$ cat config.mk
export PLATFORM = sky130hd
export DESIGN_NAME = microcode_sequencer
export DESIGN_NICKNAME = d
export VERILOG_FILES = /design/src/rtl/microcode_pkg.sv /design/src/rtl/micro_stack.sv /design/src/rtl/microcode_sequencer.sv
export SDC_FILE = /design/constraint.sdc
export NUM_CORES = 1
export LEC_CHECK = 0
export CAP_MARGIN = 20
export CORE_ASPECT_RATIO = 1.2
export CORE_MARGIN = 1.5
export CORE_UTILIZATION = 45
export DETAILED_ROUTE_END_ITERATION = 10
export GPL_ROUTABILITY_DRIVEN = 0
export SLEW_MARGIN = 10
export SYNTH_ARGS = -nofsm -noshare
export SYNTH_HDL_FRONTEND = slang
export SYNTH_SLANG_ARGS = --single-unit
$ cat constraint.sdc
create_clock -name clk -period 2.5 [get_ports clk]
set_input_delay 0.25 -clock clk [delete_from_list [all_inputs] [get_ports clk]]
set_output_delay 0.25 -clock clk [all_outputs]
set_load 0.005 [all_outputs]
$ cat src/rtl/microcode_pkg.sv
// rtl/microcode_pkg.sv - branch-control codes and microword field positions for microcode_sequencer
package microcode_pkg;

    localparam int CTRL_W = 3;

    typedef enum logic [CTRL_W-1:0] {
        SEQ   = 3'd0,
        DISP0 = 3'd1,
        DISP1 = 3'd2,
        JMP   = 3'd3,
        BR    = 3'd4,
        CALL  = 3'd5,
        RET   = 3'd6,
        HALT  = 3'd7
    } ctrl_e;

    // Microword layout, MSB first: {ctrl, target, uop}
    function automatic int word_w(input int state_w, input int out_w);
        return CTRL_W + state_w + out_w;
    endfunction

    function automatic int ctrl_lsb(input int state_w, input int out_w);
        return state_w + out_w;
    endfunction

    function automatic int target_lsb(input int out_w);
        return out_w;
    endfunction

endpackage

$ cat src/rtl/micro_stack.sv
// rtl/micro_stack.sv - return-address LIFO with synchronously reset stack pointer
module micro_stack #(
    parameter int DEPTH = 4,
    parameter int W     = 4
) (
    input  logic                       clk,
    input  logic                       reset,
    input  logic                       push,
    input  logic                       pop,
    input  logic [W-1:0]               push_data,
    output logic [W-1:0]               pop_data,
    output logic                       full,
    output logic                       empty,
    output logic [$clog2(DEPTH):0]     sp
);

    localparam int IDX_W = $clog2(DEPTH);
    localparam int SP_W  = IDX_W + 1;

    logic [W-1:0]    mem [DEPTH];
    logic [SP_W-1:0] sp_m1;

    assign full     = (sp == SP_W'(DEPTH));
    assign empty    = (sp == '0);
    assign sp_m1    = sp - SP_W'(1);
    assign pop_data = mem[sp_m1[IDX_W-1:0]];

    always_ff @(posedge clk) begin
        if (reset) begin
            sp <= '0;
        end else if (push && !full) begin
            sp <= sp + SP_W'(1);
        end else if (pop && !empty) begin
            sp <= sp_m1;
        end
    end

    // Entries are never cleared; only the pointer decides what is live.
    always_ff @(posedge clk) begin
        if (!reset && push && !full) begin
            mem[sp[IDX_W-1:0]] <= push_data;
        end
    end

endmodule

$ cat src/rtl/microcode_sequencer.sv
// rtl/microcode_sequencer.sv - microcoded state sequencer with writeable control store and dispatch tables
module microcode_sequencer
    import microcode_pkg::*;
#(
    parameter int STATE_W     = 4,
    parameter int IN_W        = 2,
    parameter int OUT_W       = 8,
    parameter int STACK_DEPTH = 4
) (
    input  logic                          clk,
    input  logic                          reset,
    input  logic                          stall,
    input  logic [IN_W-1:0]               in,
    input  logic                          cs_we,
    input  logic [STATE_W-1:0]            cs_addr,
    input  logic [3+STATE_W+OUT_W-1:0]    cs_wdata,
    input  logic                          dt_we,
    input  logic                          dt_sel,
    input  logic [IN_W-1:0]               dt_idx,
    input  logic [STATE_W-1:0]            dt_wdata,
    output logic [STATE_W-1:0]            state,
    output logic [OUT_W-1:0]              uop,
    output logic                          halted,
    output logic                          err
);

    localparam int WORD_W   = word_w(STATE_W, OUT_W);
    localparam int CS_N     = 2 ** STATE_W;
    localparam int DT_N     = 2 ** IN_W;
    localparam int SP_W     = $clog2(STACK_DEPTH) + 1;
    localparam int BR_W     = (IN_W > 1) ? $clog2(IN_W) : 1;
    localparam int CTRL_LSB = ctrl_lsb(STATE_W, OUT_W);
    localparam int TGT_LSB  = target_lsb(OUT_W);

    logic [WORD_W-1:0]  cs_mem [CS_N];
    logic [STATE_W-1:0] dt0    [DT_N];
    logic [STATE_W-1:0] dt1    [DT_N];

    logic [WORD_W-1:0]  cur;
    ctrl_e              ctrl;
    logic [STATE_W-1:0] target;
    logic [STATE_W-1:0] state_inc;
    logic [BR_W-1:0]    br_idx;
    logic               br_taken;

    logic [STATE_W-1:0] next_state;
    logic               push;
    logic               pop;
    logic               set_err;
    logic               stack_push;
    logic               stack_pop;
    logic [STATE_W-1:0] pop_data;
    logic               full;
    logic               empty;
    logic [SP_W-1:0]    sp;

    assign cur       = cs_mem[state];
    assign ctrl      = ctrl_e'(cur[CTRL_LSB +: CTRL_W]);
    assign target    = cur[TGT_LSB +: STATE_W];
    assign uop       = cur[OUT_W-1:0];
    assign halted    = (ctrl == HALT);
    assign state_inc = state + STATE_W'(1);
    assign br_idx    = target[BR_W-1:0];
    assign br_taken  = in[br_idx];

    always_comb begin
        next_state = state;
        push       = 1'b0;
        pop        = 1'b0;
        set_err    = 1'b0;
        case (ctrl)
            SEQ:   next_state = state_inc;
            DISP0: next_state = dt0[in];
            DISP1: next_state = dt1[in];
            JMP:   next_state = target;
            BR:    next_state = br_taken ? target : state_inc;
            CALL: begin
                if (!full) begin
                    push       = 1'b1;
                    next_state = target;
                end else begin
                    set_err = 1'b1;
                end
            end
            RET: begin
                if (!empty) begin
                    pop        = 1'b1;
                    next_state = pop_data;
                end else begin
                    set_err = 1'b1;
                end
            end
            default: next_state = state;
        endcase
    end

    assign stack_push = push && !stall;
    assign stack_pop  = pop && !stall;

    micro_stack #(
        .DEPTH (STACK_DEPTH),
        .W     (STATE_W)
    ) u_stack (
        .clk       (clk),
        .reset     (reset),
        .push      (stack_push),
        .pop       (stack_pop),
        .push_data (state_inc),
        .pop_data  (pop_data),
        .full      (full),
        .empty     (empty),
        .sp        (sp)
    );

    always_ff @(posedge clk) begin
        if (reset) begin
            state <= '0;
            err   <= 1'b0;
        end else if (!stall) begin
            state <= next_state;
            if (set_err) begin
                err <= 1'b1;
            end
        end
    end

    // Store writes land at the edge, so the decision above always sees the old word.
    always_ff @(posedge clk) begin
        if (!reset) begin
            if (cs_we) begin
                cs_mem[cs_addr] <= cs_wdata;
            end
            if (dt_we) begin
                if (dt_sel) begin
                    dt1[dt_idx] <= dt_wdata;
                end else begin
                    dt0[dt_idx] <= dt_wdata;
                end
            end
        end
    end

endmodule

==> impl_results.md <==
- Outcome: finished with violations
- Failing checks: setup timing
- Power per cell area: 973 nW/um2
- IO Count: 47
- Combinational power share: 31.2%
- Layout Skew: 0.0119 ns
- Clock sinks: 300
- Port buffer count: 46
- Clock power frac: between 20 and 30%
- Worst-margin pin slew: 0.598 ns
- Switching pwr: 3.85 mW
- R2R Setup Slk: -0.18 ns
- CP Class: flip-flop to output pin
- Initial Util: 45.6%
- H-tree levels: 1
- # diodes: 0
- Worst hold start: dt_wdata[0]
- Detail Route Antenna Nets: 0
- Final min period: roughly 2.7 ns
- Hold-critical path depth: 1
- Die width: 152 um
- Peak VDD IR: around 0.00058 V
- Global-route wire length before repair: 38.5 mm
- Area taken by multi-input logic gates: about 3000 um2
- Area of the die: 27500 um2
- DP HPWL: 16.5 mm
- Worst path bufs/invs: 4
- DRT iter0 DRCs: 375
- Destination of the worst hold path: dt0[3][0]
- Area Overhead vs Synth: 22.5%
- Non-Filler Instances: 1075
- Setup violators final: 17
- Mapped Area: 11900 um2
- Layout cells sized above 1: 38.5%
- Post-synthesis sequential area ratio: 74.5%
- Num CTS Buffers: 29
- Clock-pin slew on the worst setup and hold paths: 0.06 ns
- CTS root buf: clkbuf_16
- Switching Share: 27.1%
- Reg power frac: 40.7%
- Worst R2R Path Depth: 11
- Core Area: 26200 um2
- # rows: 65
- CTS tree: built
- Final worst-path cycle share: 108%
- Final setup margin: -0.202 ns
- CP peak stage delay: 0.51 ns
- Worst EP required: 2.25 ns
- Final core occ: 55.8%
- Setup crit end kind: output pin
- Largest net degree at the start of global routing: 19
- Post-Syn Area per Cell: around 21 um2
- RSZ-0062 raised after global routing: yes
- #FFs+latches synth: 300
- Maximum clock insertion buffer count: 3
- Fin nets: around 760
- Commonest cells after routing, fill and taps aside: edfxtp_1 (288), mux4_2 (83), buf_4 (74)
- Leak Pwr: 4.72 nW
- Crit-path max FO: 8
- Gr ovfl total: 0
- 1st-pass router iterations: 4
- Filler cell count: 1982
- Hold Slack: 0.464 ns
- Most common cell after layout, fill and taps aside: edfxtp_1
- Startpoint types: flip-flop
- Cells after Synth: 570
- Slew headroom: 60.0%
- Top delay family on crit path: multiplexers
- Fmax: 370 MHz
- Via count: 6003
- Yosys cell types: 46
- Max-cap viol count: 0
- Initial antenna violation count: 0
- Final Hold Vio Count: 0
- Arr. time, crit path: 2.45 ns
- Critical-path cell list: buf_8 > buf_12 > buf_8 > mux4_2 > mux4_2 > buf_6
- Vias/cell: between 5 and 6
- Placed insts: 997
- Worst min-delay path category: input port to flip-flop
- Register area: 8890 um2
- Syn_nets: 609
- Top_reg_cell synth: edfxtp_1
- Slew Limit Fails: 0
- Syn. warnings: 0
- CP max stage cell: mux4_2
- Drt drc: 0
- Global router's overall resource usage: 19.1%
- Async set-reset flop share out of synthesis: 0%
- Clock latency on the worst-skew pair: 0.55 ns
- Routed length per instance: around 24 um
- Vias in the first global route: about 6400
- Die Ht: 181 um
- EDFF count, synth: 288
- Int Pwr: 10.4 mW
- Hold Buf Count CTS: 0
- Total wire length: 25.3 mm
## cells by family (layout without fill, tap and decap cells)
| group | after synthesis | in the layout | share of synthesized area (%) |
|---|---|---|---|
| flip-flops | 300 | 300 | 74.5 |
| AND/OR/NAND/NOR | 98 | 98 | 4.30 |
| multiplexers | 93 | 93 | 16.6 |
| AO/OA/AOI/OAI | 35 | 35 | 2.03 |
| buffers and inverters | 34 | 204 | 1.64 |
| adder cells (fa/ha/maj) | 6 | 6 | 0.629 |
| XOR/XNOR | 4 | 4 | 0.294 |
## registers in the layout, summed over array words and instances, names as in the netlist, named ones only
signal       count
u_stack.sp       3
cs_mem         240
dt0             16
dt1             16
state            4
u_stack.mem     16
err              1
## Yosys cell counts (3+ instances only)
master    number  area (um2)
nand2b_1       4        25.0
a21oi_1        6        30.0
ha_1           6        75.1
buf_6          5        56.3
nand2_1       24        90.1
a311oi_1       6        52.6
nor2_1        29         109
and4_1         5        43.8
o21ai_0        7        35.0
inv_1          7        26.3
mux2i_1        8        80.1
nand3_1        7        35.0
clkbuf_1      12        45.0
nor2b_1        3        18.8
buf_2          5        25.0
mux4_1         4         105
mux4_2        79        1780
nand4_1        3        18.8
dfxtp_1       12         240
a211oi_1       3        22.5
nor3_1         9        45.0
edfxtp_1     288        8650
and3_1         5        31.3
a22oi_1        3        22.5
o21bai_1       3        22.5
## layout make-up
class	count	share of cell area (%)
Inverter	7	0.180
Tap cell	335	2.87
Clock buffer	38	5.19
Sequential cell	300	60.8
Multi-Input combinational cell	236	20.8
Timing Repair Buffer	144	9.42
Clock inverter	15	0.710
## worst reg2reg max path: cells and delay by family (launching register included)
| kind | cells | cell delay, ns |
|---|---|---|
| AOI/OAI and AO/OA | 1 | 0.06 |
| and+or+nand+nor | 5 | 1.02 |
| muxes | 1 | 0.53 |
| buffers and inverters | 4 | 0.56 |
| DFF | 1 | 0.39 |
## metal layers
| metal | wire length [um] | part of all wire [%] | track usage [%] |
|---|---|---|---|
| met1 | 10200 | 40 | 25.1 |
| met2 | 13400 | 53 | 33.3 |
| met3 | 1270 | 5.0 | 3.02 |
| met4 | 462 | 1.8 | 4.73 |
| met5 | 0 | 0 | 0 |
## what timing repair did
action / CTS / global route
buffers inserted: 25 / 1
endpoints found under the hold margin: 0 / 0
endpoints found under the setup margin: 35 / 36
pin swaps: 19 / 4
gates cloned: 1 / 0
gates resized for setup: 92 / 20
## power groups by stage
stage                     logic, mW  clock network, mW  registers, mW
final                          4.44               3.99           5.79
after global routing           4.77               4.26           5.81
after CTS                      4.35               4.09           5.79
after detailed placement       3.63                  0           5.93
after global placement         3.57                  0           5.92
after floorplan                2.48                  0           5.83
## through the flow
step                      power, mW  area [um2]  setup TNS (ns)  setup WS, ns
after floorplan                8.31       11900               0        0.0248
after global placement         9.49       13300           -2.93        -0.167
after detailed placement       9.56       13300           -4.13        -0.253
after CTS                      14.2       14500           -2.33        -0.228
after global routing           14.8       14600           -3.84        -0.257
final                          14.2       14600           -2.38        -0.202
## how the worst max path moves through the flow
stage	end	cells after the start	slack, ns	start
finish	uop[7]	6	-0.20	flip-flop
global route	uop[7]	6	-0.26	flip-flop
CTS	uop[7]	6	-0.23	flip-flop
detailed placement	flip-flop	8	-0.25	flip-flop
global placement	state[2]	6	-0.17	flip-flop
floorplan	uop[0]	7	0.02	flip-flop
Power figures use the tool's default switching activity.
